$ cat config.mk
export PLATFORM = sky130hd
export DESIGN_NAME = alu_mw_seq
export DESIGN_NICKNAME = d
export VERILOG_FILES = /design/src/rtl/alu_mw_seq_pkg.sv /design/src/rtl/alu_mw_seq.sv
export SDC_FILE = /design/constraint.sdc
export NUM_CORES = 1
export LEC_CHECK = 0
export CORE_ASPECT_RATIO = 0.8
export CORE_UTILIZATION = 30
export CTS_BUF_LIST = sky130_fd_sc_hd__clkbuf_2 sky130_fd_sc_hd__clkbuf_4 sky130_fd_sc_hd__clkbuf_8
export DETAILED_ROUTE_END_ITERATION = 6
export MAX_ROUTING_LAYER = met4
export SLEW_MARGIN = 20
export SYNTH_ARGS = -nofsm -noshare
export SYNTH_HDL_FRONTEND = slang
export SYNTH_SLANG_ARGS = --single-unit
$ cat constraint.sdc
create_clock -name i_clk -period 6.1 [get_ports i_clk]
set_input_delay 0.915 -clock i_clk [delete_from_list [all_inputs] [get_ports i_clk]]
set_output_delay 0.915 -clock i_clk [all_outputs]
set_load 0.02 [all_outputs]
$ cat src/rtl/alu_mw_seq_pkg.sv
// ============================================================================
// Module  : alu_mw_seq_pkg
// Brief   : Shared types, widths and opcode helpers for the multi-word ALU sequencer.
// Revision: 1.0 - initial release
// ============================================================================
`default_nettype none

package alu_mw_seq_pkg;

  localparam int ALU_WORD     = 8;
  localparam int ALU_OP_WIDTH = 4;

  localparam logic [ALU_OP_WIDTH-1:0] OP_SUM = 4'h1;
  localparam logic [ALU_OP_WIDTH-1:0] OP_SUB = 4'h2;
  localparam logic [ALU_OP_WIDTH-1:0] OP_AND = 4'h3;
  localparam logic [ALU_OP_WIDTH-1:0] OP_XOR = 4'h4;

  typedef enum logic [1:0] {
    ST_IDLE = 2'd0,
    ST_EXEC = 2'd1,
    ST_FIX  = 2'd2,
    ST_DONE = 2'd3
  } state_t;

  // Opcodes whose carry/borrow chains into the next word.
  function automatic logic is_arith(input logic [ALU_OP_WIDTH-1:0] op);
    return (op == OP_SUM) || (op == OP_SUB);
  endfunction

endpackage

`default_nettype wire

$ cat src/rtl/alu_mw_seq.sv
// ============================================================================
// Module  : alu_mw_seq
// Brief   : Builds NWORDS*WIDTH add/sub/and/xor from successive single-word
//           ALU passes. Optional carry-in port: ALU_MW_SEQ_CARRY_IN_EN.
// Revision: 1.0 - initial release
// ============================================================================
`default_nettype none

module alu_mw_seq
  import alu_mw_seq_pkg::*;
#(
  parameter int WIDTH    = ALU_WORD,
  parameter int OP_WIDTH = ALU_OP_WIDTH,
  parameter int NWORDS   = 4
) (
  input  logic                       i_clk,
  input  logic                       i_rst,
  input  logic                       i_req_valid,
  output logic                       o_req_ready,
  input  logic [OP_WIDTH-1:0]        i_req_opcode,
  input  logic [NWORDS*WIDTH-1:0]    i_req_a,
  input  logic [NWORDS*WIDTH-1:0]    i_req_b,
`ifdef ALU_MW_SEQ_CARRY_IN_EN
  input  logic                       i_req_cin,
`endif
  output logic                       o_rsp_valid,
  input  logic                       i_rsp_ready,
  output logic [NWORDS*WIDTH-1:0]    o_rsp_result,
  output logic                       o_rsp_cf,
  output logic                       o_rsp_zero,
  output logic [WIDTH-1:0]           o_alu_a,
  output logic [WIDTH-1:0]           o_alu_b,
  output logic [OP_WIDTH-1:0]        o_alu_opcode,
  input  logic [WIDTH-1:0]           i_alu_result,
  input  logic                       i_alu_zero,
  input  logic                       i_alu_cf
);

  localparam int TOTAL = NWORDS * WIDTH;
  localparam int IDX_W = (NWORDS > 1) ? $clog2(NWORDS) : 1;
  localparam logic [IDX_W-1:0] LAST_IDX = IDX_W'(NWORDS - 1);

  state_t               r_state;
  state_t               w_state_nxt;
  logic [OP_WIDTH-1:0]  r_op;
  logic [TOTAL-1:0]     r_a;
  logic [TOTAL-1:0]     r_b;
  logic [TOTAL-1:0]     r_acc;
  logic [TOTAL-1:0]     w_acc_nxt;
  logic [IDX_W-1:0]     r_idx;
  logic                 r_carry;
  logic                 w_carry_nxt;
  logic [WIDTH-1:0]     r_tmp;
  logic                 r_cf1;
  logic                 w_advance;
  logic                 w_to_fix;
  logic                 w_carry_init;
  logic                 w_unused;

  // The ALU zero flag is redundant: the wide zero is taken from the full result.
  assign w_unused = i_alu_zero;

`ifdef ALU_MW_SEQ_CARRY_IN_EN
  assign w_carry_init = is_arith(i_req_opcode) & i_req_cin;
`else
  assign w_carry_init = 1'b0;
`endif

  assign o_req_ready = (r_state == ST_IDLE);
  assign o_rsp_valid = (r_state == ST_DONE);

  always_ff @(posedge i_clk) begin
    if (i_rst) r_state <= ST_IDLE;
    else       r_state <= w_state_nxt;
  end

  always_comb begin
    w_state_nxt  = r_state;
    o_alu_a      = '0;
    o_alu_b      = '0;
    o_alu_opcode = '0;
    w_advance    = 1'b0;
    w_to_fix     = 1'b0;
    w_carry_nxt  = r_carry;
    case (r_state)
      ST_IDLE: if (i_req_valid) w_state_nxt = ST_EXEC;
      ST_EXEC: begin
        o_alu_a      = r_a[int'(r_idx)*WIDTH +: WIDTH];
        o_alu_b      = r_b[int'(r_idx)*WIDTH +: WIDTH];
        o_alu_opcode = r_op;
        if (is_arith(r_op) && r_carry) begin
          w_to_fix    = 1'b1;
          w_state_nxt = ST_FIX;
        end else begin
          w_advance   = 1'b1;
          w_carry_nxt = is_arith(r_op) ? i_alu_cf : 1'b0;
        end
      end
      ST_FIX: begin
        // Second pass folds the carry/borrow-in; at most one of the two passes can carry.
        o_alu_a      = r_tmp;
        o_alu_b      = WIDTH'(1);
        o_alu_opcode = r_op;
        w_advance    = 1'b1;
        w_carry_nxt  = r_cf1 | i_alu_cf;
      end
      ST_DONE: if (i_rsp_ready) w_state_nxt = ST_IDLE;
      default: w_state_nxt = ST_IDLE;
    endcase
    if (w_advance) w_state_nxt = (r_idx == LAST_IDX) ? ST_DONE : ST_EXEC;
  end

  always_comb begin
    w_acc_nxt = r_acc;
    w_acc_nxt[int'(r_idx)*WIDTH +: WIDTH] = i_alu_result;
  end

  always_ff @(posedge i_clk) begin
    if (i_rst) begin
      r_op         <= '0;
      r_a          <= '0;
      r_b          <= '0;
      r_acc        <= '0;
      r_idx        <= '0;
      r_carry      <= 1'b0;
      r_tmp        <= '0;
      r_cf1        <= 1'b0;
      o_rsp_result <= '0;
      o_rsp_cf     <= 1'b0;
      o_rsp_zero   <= 1'b0;
    end else begin
      if (r_state == ST_IDLE && i_req_valid) begin
        r_op    <= i_req_opcode;
        r_a     <= i_req_a;
        r_b     <= i_req_b;
        r_idx   <= '0;
        r_carry <= w_carry_init;
      end
      if (w_to_fix) begin
        r_tmp <= i_alu_result;
        r_cf1 <= i_alu_cf;
      end
      if (w_advance) begin
        r_acc   <= w_acc_nxt;
        r_carry <= w_carry_nxt;
        if (r_idx == LAST_IDX) begin
          o_rsp_result <= w_acc_nxt;
          o_rsp_cf     <= w_carry_nxt;
          o_rsp_zero   <= (w_acc_nxt == '0);
        end else begin
          r_idx <= r_idx + 1'b1;
        end
      end
    end
  end

endmodule

`default_nettype wire
==> results by group, run 1 <==
Drt
  – First-pass DRT Iterations: 4
  – Antenna-violating nets left: 0
  – DRT Wirelength: 18500 µm
  – 1st-iter DRT viols: 330
  – DRC violations left: 0
  – Routed wire per std cell: 16.3 µm
  – Vias per cell: 4.89
  – Vias post-DR: 5541

Place
  – Area after DPL: 8090 µm²
  – Place WS: 1.78 ns
  – Dpl cells: 1101
  – DPL Wire Length: 12400 µm
  – Routability cong.: 0.764
  – Port bufs: 136

Final layout
  – Final Cell Area: 8510 µm²
  – Final std cells w/o fill: 1132
  – Nets: 938
  – Proportion of layout cells with a drive suffix above 1: 0.114
  – Area grow syn2layout: 28.8%
  – Ant. Diodes: 0

Clocking
  – CTS sink cnt: 148
  – Later-pin clock latency in the skew report: 0.44 ns
  – Hold Buf Count CTS: 0
  – Htree depth: 4
  – Post-CTS resize count: 0
  – Clock buffer depth: 2
  – Setup Fix Bufs, Post-CTS: 0
  – CTS Buf Count: 17
  – CTS tree: done
  – Root Buffer: clkbuf_8
  – Clock transition at path regs: 0.08 ns

STA
  – Min cycle time layout: 4.42 ns
  – Setup Skew: 0.00995 ns
  – Slew Limit Headroom: 0.312
  – Fin. Hold Viols: 0
  – Setup TNS: 0 ns
  – Crit path setup slack, layout: 1.68 ns
  – Tcrit/Tclk final: 0.724
  – Slew @ Worst Pin: 1.03 ns
  – Slew Viols, Final: 0
  – RSZ-0062 raised after global routing: false
  – WHS: 0.457 ns
  – Max Clk Rate: 226 MHz
  – Final setup fails: 0

Worst setup path
  – Critical path class: reg2out
  – Critical register-to-register path startpoint: r_state[0]$_SDFFE_PP0P_
  – CP Max Fanout: 22
  – Nature of the critical path endpoint: primary output
  – Crit path from: r_state[0]$_SDFFE_PP0P_
  – Critical path arrival: 3.50 ns
  – CP required: 5.18 ns
  – Crit path launch type: flop

Floorplanning
  – DIE AREA: 22600 µm²
  – Core ar.: 21600 µm²
  – Chip Width: 168 µm
  – Initial Utilization: 0.306
  – DIE HEIGHT: 135 µm
  – IO Pins: 138
  – Std-Cell Rows: 48

Power and ir drop
  – Clock power frac: 0.248
  – Psw: 0.00123 W
  – Reg power frac: 0.385
  – Sw Ratio: 0.373
  – Internal: 0.00206 W
  – Comb pwr share: 0.367
  – Max rail drop VDD: 146 µV
  – P per Cell Area: 386 nW/µm²
  – Lkg Pwr: 2.93 nW

Synth
  – Area of the mapped netlist: 6610 µm²
  – Syn Nets: 837
  – Cell with the most instances after synthesis: dfxtp_1
  – Sequential share of the synthesized area: 0.449
  – YS warnings: 0
  – Syn Area/Cell: 8.88 µm²
  – Post-synth top cells: 148 x dfxtp_1, 142 x nand2_1, 95 x a21oi_1, 86 x nor2_1, 41 x clkbuf_1
  – Area leader, netlist: dfxtp_1
  – Cell variety after synth: 52
  – Top cell type's share of synthesized area: 0.449
  – Top FF cell, synth: dfxtp_1
  – Cells after Synth: 744
  – Main area contributors after synthesis: dfxtp_1 45%, nand2_1 8.1%, a21oi_1 7.2%, a211oi_2 5.5%, mux4_2 5.5%
  – Post-synthesis register bit count: 148
  – Ys async rst share: 0
  – EDFF count, synth: 0

Hold path
  – Worst Hold Class: reg2reg
  – Hold Crit Start: r_a[4]$_SDFFE_PP0P_

Global routing
  – Largest net degree at the start of global routing: 91
  – First-pass GRT wire length: 28700 µm
  – GRT overflow: 0
  – M2 GR Usage: 0.230
  – Met1 track demand over resource: 0.248
  – GRT met3 Usage: 0.0390
  – GRT Util Overall: 0.168
  – Vias in the first global route: 5160
  – Initial antenna violation count: 0
  – Busiest layer in global routing: met1

Job
  – Max-cap violations: 0

Run status
  – Status: completed
==> metal layers <==
metal / vias to the layer above / share of wire / routed length [µm]
met1: 2604 / 0.53 / 9760
met3: 8 / 0.046 / 856
met4: 0 / 0.0071 / 131
met2: 114 / 0.42 / 7720
met5: - / 0 / 0
li1: 2815 / - / -
==> state kept, by name, indices dropped and copies added, names as in the netlist <==
register	count
o_rsp_result	32
r_a	32
r_acc	32
r_b	32
r_tmp	8
r_op	4
r_idx	2
r_state	2
o_rsp_cf	1
o_rsp_zero	1
r_carry	1
r_cf1	1
==> power by group through the flow <==
stage | logic (W) | registers [W] | clock network (W)
6_report | 0.00121 | 0.00127 | 0.000815
5_1_grt | 0.00134 | 0.00129 | 0.000883
4_1_cts | 0.00121 | 0.00126 | 0.000841
3_5_place_dp | 0.00121 | 0.00129 | 0
3_3_place_gp | 0.00120 | 0.00128 | 0
2_1_floorplan | 0.000903 | 0.00124 | 0
==> placed cells by master, fill, tap and decap left out, types with 6 or more instances in the layout <==
cell type,n
clkbuf_8,17
mux4_2,16
nor2b_1,15
nor3_1,6
a211oi_1,35
a32o_1,8
buf_4,7
nor2_1,86
and3_1,10
ha_1,11
a211oi_2,29
a21oi_1,95
nand2_1,141
a22oi_1,11
inv_1,14
clkdlybuf4s50_1,135
dfxtp_1,147
mux2i_1,11
==> through the flow <==
stage,utilization,total power (W)
final,0.395,0.00329
after global routing,0.395,0.00352
after global placement,0.375,0.00248
after CTS,0.395,0.00332
after detailed placement,0.375,0.00249
after floorplan,-,0.00215
==> final timing paths <==
path                              endpoint  slack (ns)  cells after the start
max reg2reg  o_rsp_result[29]$_SDFFE_PP0P_        1.81                      9
max                             o_alu_a[1]        1.68                      6
min reg2reg            r_a[4]$_SDFFE_PP0P_        0.46                      2
min                    r_a[4]$_SDFFE_PP0P_        0.46                      2
==> worst max-delay path: stages (launching register included) <==
cell and delay (ns):
dfxtp_1 0.41, inv_1 0.09, ha_1 0.83, inv_1 0.16, nor2_1 0.67, a32o_1 0.27, clkdlybuf4s50_1 0.62
==> area by class of cell <==
| class | count | area, µm² |
|---|---|---|
| Fill cell | 2158 | 13100 |
| Multi-Input combinational cell | 521 | 3320 |
| Sequential cell | 148 | 2960 |
| Timing Repair Buffer | 142 | 1400 |
| Tap cell | 275 | 344 |
| Clock buffer | 17 | 234 |
| Clock inverter | 14 | 188 |
| Inverter | 15 | 56.3 |
==> kinds of logic (layout without fill, tap and decap cells) <==
family                   Yosys count  after routing  synth area share
adder cells (fa/ha/maj)           11             11            0.0208
XOR/XNOR                           1              1           0.00246
flip-flops                       148            148             0.449
multiplexers                      28             28            0.0729
AO/OA/AOI/OAI                    198            198             0.219
AND/OR/NAND/NOR                  283            283             0.185
buffers and inverters             75            188            0.0513
Note: power is estimated with default switching activity, not from simulation.
==> inputs of run 2 (changes only) <==
==> constraint.sdc (replaced) <==
create_clock -name i_clk -period 3.8 [get_ports i_clk]
set_input_delay 0.57 -clock i_clk [delete_from_list [all_inputs] [get_ports i_clk]]
set_output_delay 0.57 -clock i_clk [all_outputs]
set_load 0.02 [all_outputs]
==> results by group, run 2 (synthesis gave the netlist of run 1 again) <==
Run status
  – Status: completed

Power and ir drop
  – Max rail drop VDD: 295 µV (+100%)
  – P per Cell Area: 624 nW/µm² (+62%)
  – Lkg Pwr: 2.99 nW (+2.1%)

Floorplanning
  – Initial Utilization: 0.306 (unchanged)
  – Core ar.: 21600 µm² (unchanged)
  – DIE HEIGHT: 135 µm (unchanged)
  – Chip Width: 168 µm (unchanged)
  – IO Pins: 138 (unchanged)
  – DIE AREA: 22600 µm² (unchanged)
  – Std-Cell Rows: 48 (unchanged)

Worst setup path
  – Worst reg2reg setup slack: 0.88 ns (-0.93 ns)
  – CP max stage cell: clkdlybuf4s50_1
  – Critical register-to-register path startpoint: r_state[1]$_SDFFE_PP0P_
  – Crit path from: r_state[0]$_SDFFE_PP0P_
  – R2r endpoint: r_state[1]$_SDFFE_PP0P_
  – CP required: 3.23 ns (-1.95 ns)
  – Cells along the critical path: inv_1 -> ha_1 -> inv_1 -> nor2_1 -> buf_4 -> a32o_1 -> clkdlybuf4s50_1
  – Critical path class: reg2out
  – Nature of the critical path endpoint: primary output
  – CP Capture Point: o_alu_a[2]
  – CP Max Fanout: 10 (-55%)
  – Critical path arrival: 2.71 ns (-0.79 ns)
  – CP most frequent cell: inv_1
  – R2R cell count: 7 (-2)
  – Crit path launch type: flop
  – Biggest cell delay along the critical path: 0.63 ns (-0.20 ns)

Clocking
  – CTS tree: done
  – Clock buffer depth: 2 (unchanged)
  – Hold Buf Count CTS: 0 (unchanged)
  – Post-CTS resize count: 0 (unchanged)
  – Clock transition at path regs: 0.09 ns (about the same)
  – Root Buffer: clkbuf_8
  – Setup Fix Bufs, Post-CTS: 0 (unchanged)
  – Later-pin clock latency in the skew report: 0.45 ns (about the same)
  – Htree depth: 4 (unchanged)
  – CTS sink cnt: 148 (unchanged)
  – CTS Buf Count: 17 (unchanged)

Global routing
  – Initial antenna violation count: 1 (+1)
  – Vias in the first global route: 5249 (+1.7%)
  – Largest net degree at the start of global routing: 67 (-26%)
  – GRT overflow: 0 (unchanged)
  – First-pass GRT wire length: 29100 µm (+1.4%)
  – GRT Util Overall: 0.172 (+0.00313)

Drt
  – DRT Wirelength: 18600 µm (+0.77%)
  – Routed wire per std cell: 16.2 µm (-0.37%)
  – Vias per cell: 4.92 (+0.52%)
  – 1st-iter DRT viols: 396 (+20%)
  – DRC violations left: 0 (unchanged)
  – First-pass DRT Iterations: 5 (+1)
  – Antenna-violating nets left: 0 (unchanged)
  – Vias post-DR: 5634 (+1.7%)

STA
  – Final setup fails: 0 (unchanged)
  – RSZ-0062 raised after global routing: false
  – Slew Limit Headroom: 0.421 (+0.109)
  – Fin. Hold Viols: 0 (unchanged)
  – Tcrit/Tclk final: 0.862
  – Slew @ Worst Pin: 0.869 ns (-0.164 ns)
  – Slew Viols, Final: 0 (unchanged)
  – Max Clk Rate: 305 MHz
  – Setup TNS: 0 ns (unchanged)
  – Setup Skew: 0.0129 ns (+0.00291 ns)
  – Crit path setup slack, layout: 0.525 ns (-1.16 ns)
  – Min cycle time layout: 3.28 ns

Final layout
  – Most frequent cells in the layout: 148 x dfxtp_1, 141 x nand2_1, 135 x clkdlybuf4s50_1, 95 x a21oi_1, 86 x nor2_1
  – Nets: 949 (+1.2%)
  – Proportion of layout cells with a drive suffix above 1: 0.125 (+0.0111)
  – Area grow syn2layout: 30.6%
  – Commonest non-fill, non-tap cell in the layout: dfxtp_1
  – Final std cells w/o fill: 1145 (+1.1%)

Place
  – Place WS: 0.863 ns (-0.915 ns)
  – DPL Wire Length: 12800 µm (+4.0%)
  – Dpl cells: 1112 (+1.0%)
  – Routability cong.: 0.763 (about the same)
  – Port bufs: 136 (unchanged)

Hold path
  – Hold path depth: 2 (unchanged)
  – Worst Hold Class: reg2reg

Job
  – Max-cap violations: 0 (unchanged)
run 2: final cells by class:
type / instances / area (µm²)
fillers: 2157 / 12900
multi-input cells: 521 / 3320
flip-flops and latches: 148 / 2960
repair buffers: 153 / 1500
well taps: 275 / 344
clock buffers: 18 / 241
clock inverters: 14 / 201
inverters: 15 / 56.3
diodes: 1 / 2.50
run 2: how the worst min path moves through the flow:
stage,startpoint,to
floorplan,r_a[12]$_SDFFE_PP0P_,r_a[12]$_SDFFE_PP0P_
global placement,r_a[26]$_SDFFE_PP0P_,r_a[26]$_SDFFE_PP0P_
detailed placement,r_b[29]$_SDFFE_PP0P_,r_b[29]$_SDFFE_PP0P_
CTS,r_b[29]$_SDFFE_PP0P_,r_b[29]$_SDFFE_PP0P_
global route,r_b[17]$_SDFFE_PP0P_,r_b[17]$_SDFFE_PP0P_
finish,r_a[15]$_SDFFE_PP0P_,r_a[15]$_SDFFE_PP0P_
run 2: where the power goes:
group / leakage, nW / total (W) / internal (W) / switching (W)
combinational: 1.58 / 0.00201 / 0.000808 / 0.00120
clock: 0.206 / 0.00136 / 0.000730 / 0.000633
sequential: 1.21 / 0.00202 / 0.00184 / 0.000180
total: 2.99 / 0.00539 / 0.00337 / 0.00201
run 2: metrics by stage:
stage / power [W] / hold slack (ns) / instance area (µm²) / utilization
final: 0.00539 / 0.454 / 8630 / 0.400
after global routing: 0.00576 / 0.470 / 8630 / 0.400
after CTS: 0.00543 / 0.458 / 8620 / 0.400
after detailed placement: 0.00405 / 0.445 / 8180 / 0.379
after global placement: 0.00402 / 0.442 / 8180 / 0.379
after floorplan: 0.00344 / 0.433 / 6610 / -
run 2: per-layer routing:
layer / GRT usage / up-vias / wire length, µm
li1: - / 2839 / -
met1: 0.247 / 2644 / 9520
met2: 0.235 / 138 / 7880
met3: 0.0384 / 13 / 1020
met4: 0.0525 / 0 / 189
met5: - / - / 0
run 2: worst max-delay path: cells and delay by family, from the launching register on:
kind,cells,cell delay (ns)
DFF,1,0.41
and+or+nand+nor,1,0.10
adders and majority gates,1,0.49
buffers and inverters,4,1.04
AOI/OAI and AO/OA,1,0.20
==> inputs of run 3 (changes only) <==
--- a/config.mk
+++ b/config.mk
@@ -6,11 +6,13 @@
 export NUM_CORES = 1
 export LEC_CHECK = 0
 export CORE_ASPECT_RATIO = 0.8
-export CORE_UTILIZATION = 30
+export CORE_UTILIZATION = 48
 export CTS_BUF_LIST = sky130_fd_sc_hd__clkbuf_2 sky130_fd_sc_hd__clkbuf_4 sky130_fd_sc_hd__clkbuf_8
 export DETAILED_ROUTE_END_ITERATION = 6
 export MAX_ROUTING_LAYER = met4
+export PLACE_DENSITY = 0.79
 export SLEW_MARGIN = 20
 export SYNTH_ARGS = -nofsm -noshare
 export SYNTH_HDL_FRONTEND = slang
 export SYNTH_SLANG_ARGS = --single-unit
+export TNS_END_PERCENT = 100
==> results by group, run 3 (synthesis gave the netlist of run 1 again) <==
Power and ir drop
  – P per Cell Area: 606 nW/µm² (-2.8%)
  – Sw Ratio: 0.390 (+0.0167)
  – Clock power frac: 0.215 (-0.038)
  – Comb pwr share: 0.386 (+0.013)
  – Psw: 0.00199 W (-1.2%)
  – Reg power frac: 0.399 (+0.025)
  – Max rail drop VDD: 313 µV (+6.1%)
  – Lkg Pwr: 2.94 nW (-1.7%)
  – Internal: 0.00311 W (-7.9%)

Worst setup path
  – Critical path arrival: 2.68 ns (-0.03 ns)
  – Buf+Inv Stages, Crit Path: 2 (-2)
  – CP max stage cell: dfxtp_1
  – Crit path depth: 4 (-3)
  – R2R cell count: 8 (+1)
  – Crit path launch type: flop
  – CP Max Fanout: 12 (+2)
  – Biggest cell delay along the critical path: 0.59 ns (-0.04 ns)
  – CP required: 3.23 ns (about the same)
  – Cells along the critical path: buf_4 -> mux4_2 -> a32o_1 -> clkdlybuf4s50_1
  – Family with the most delay on the worst path: buffers and inverters
  – Nature of the critical path endpoint: primary output
  – Critical path class: reg2out

Final layout
  – Most frequent cells in the layout: 148 x dfxtp_1, 141 x nand2_1, 135 x clkdlybuf4s50_1, 95 x a21oi_1, 86 x nor2_1
  – FILL cells: 1083 (-50%)
  – Nets: 947 (-0.21%)
  – Commonest non-fill, non-tap cell in the layout: dfxtp_1
  – Proportion of layout cells with a drive suffix above 1: 0.123 (-0.00202)
  – Final Cell Area: 8400 µm² (-2.6%)
  – Area grow syn2layout: 27.2%
  – Ant. Diodes: 0 (-1)

Run status
  – Status: completed

Clocking
  – Later-pin clock latency in the skew report: 0.44 ns (about the same)
  – Post-CTS resize count: 0 (unchanged)
  – Clock buffer depth: 2 (unchanged)
  – Root Buffer: clkbuf_8
  – CTS sink cnt: 148 (unchanged)
  – Hold Buf Count CTS: 0 (unchanged)
  – CTS Buf Count: 17 (unchanged)
  – Htree depth: 4 (unchanged)
  – Clock transition at path regs: 0.08 ns (about the same)
  – CTS tree: done
  – Setup Fix Bufs, Post-CTS: 0 (unchanged)

Floorplanning
  – DIE HEIGHT: 107 µm (-21%)
  – Initial Utilization: 0.502 (+0.196)
  – IO Pins: 138 (unchanged)
  – Core ar.: 13100 µm² (-39%)
  – Chip Width: 133 µm (-21%)
  – Std-Cell Rows: 37 (-23%)
  – DIE AREA: 14200 µm² (-37%)

Place
  – Area after DPL: 8040 µm² (-1.7%)
  – Port bufs: 136 (unchanged)
  – Routability cong.: 0.891 (+17%)
  – DPL Wire Length: 11800 µm (-8.3%)

STA
  – Max Clk Rate: 307 MHz (+0.65%)
  – Fin. Hold Viols: 0 (unchanged)
  – Slew @ Worst Pin: 0.941 ns (+0.0725 ns)
  – Slew Viols, Final: 0 (unchanged)
  – Slew Limit Headroom: 0.364 (-0.0569)
  – Min cycle time layout: 3.25 ns (-0.0212 ns)
  – Final setup fails: 0 (unchanged)
  – Setup TNS: 0 ns (unchanged)
  – Tcrit/Tclk final: 0.856 (-0.00557)
  – Setup Skew: 0.0189 ns (+0.00601 ns)
  – RSZ-0062 raised after global routing: false

Global routing
  – GRT overflow: 0 (unchanged)
  – GRT Util Overall: 0.247 (+0.0759)
  – Vias in the first global route: 5521 (+5.2%)
  – Largest net degree at the start of global routing: 67 (unchanged)
  – Initial antenna violation count: 0 (-1)
  – First-pass GRT wire length: 27100 µm (-7.0%)

Drt
  – Vias per cell: 5.50 (+12%)
  – DRC violations left: 0 (unchanged)
  – 1st-iter DRT viols: 399 (+0.76%)
  – Vias post-DR: 5727 (+1.7%)
  – First-pass DRT Iterations: 5 (unchanged)
  – Antenna-violating nets left: 0 (unchanged)
  – Routed wire per std cell: 16.2 µm (-0.29%)
  – DRT Wirelength: 16900 µm (-9.3%)

Hold path
  – Hold path depth: 2 (unchanged)
  – Worst Hold Class: reg2reg

Job
  – Max-cap violations: 0 (unchanged)
==> run 3: worst paths after layout <==
check | startpoint | end | slack [ns]
hold reg to reg | r_b[21]$_SDFFE_PP0P_ | r_b[21]$_SDFFE_PP0P_ | 0.46
hold / removal | r_b[21]$_SDFFE_PP0P_ | r_b[21]$_SDFFE_PP0P_ | 0.46
setup / recovery | r_idx[0]$_SDFF_PP0_ | o_alu_a[2] | 0.55
setup reg to reg | r_state[1]$_SDFFE_PP0P_ | o_rsp_result[15]$_SDFFE_PP0P_ | 0.72
==> run 3: worst reg2reg max path: cells and delay by family, from the launching register on <==
kind                     cells  cell delay [ns]
AO/OA/AOI/OAI                3             0.80
adder cells (fa/ha/maj)      1             0.74
buffers and inverters        2             0.44
flip-flops                   1             0.35
AND/OR/NAND/NOR              2             0.67
==> run 3: layout make-up <==
class	count	area, µm²	share of cell area
multi-input combinational	521	3320	0.395
sequential	148	2960	0.353
timing repair buffer	151	1480	0.177
clock buffer	19	255	0.0304
tap	175	219	0.0261
clock inverter	13	103	0.0122
inverter	15	56.3	0.00670
==> run 3: stage by stage <==
step / utilization / hold WS, ns / worst slack [ns] / instances / power (W)
floorplan: - / 0.433 / 0.916 / 744 / 0.00344
global placement: 0.612 / 0.441 / 0.964 / 1010 / 0.00390
detailed placement: 0.612 / 0.444 / 0.763 / 1010 / 0.00400
CTS: 0.639 / 0.458 / 0.509 / 1042 / 0.00510
global route: 0.639 / 0.475 / 0.431 / 1042 / 0.00541
finish: 0.639 / 0.456 / 0.546 / 1042 / 0.00509
==> run 3: power by group through the flow <==
stage | Clock, W | Sequential (W) | Combinational (W)
after global placement | 0 | 0.00204 | 0.00186
after global routing | 0.00118 | 0.00206 | 0.00217
final | 0.00110 | 0.00203 | 0.00197
after detailed placement | 0 | 0.00206 | 0.00194
after floorplan | 0 | 0.00200 | 0.00145
after CTS | 0.00112 | 0.00202 | 0.00196
==> run 3: layer usage <==
metal / track usage / wire (µm)
met1: 0.329 / 7900
met2: 0.388 / 7960
met3: 0.0449 / 810
met4: 0.0706 / 212
met5: - / 0
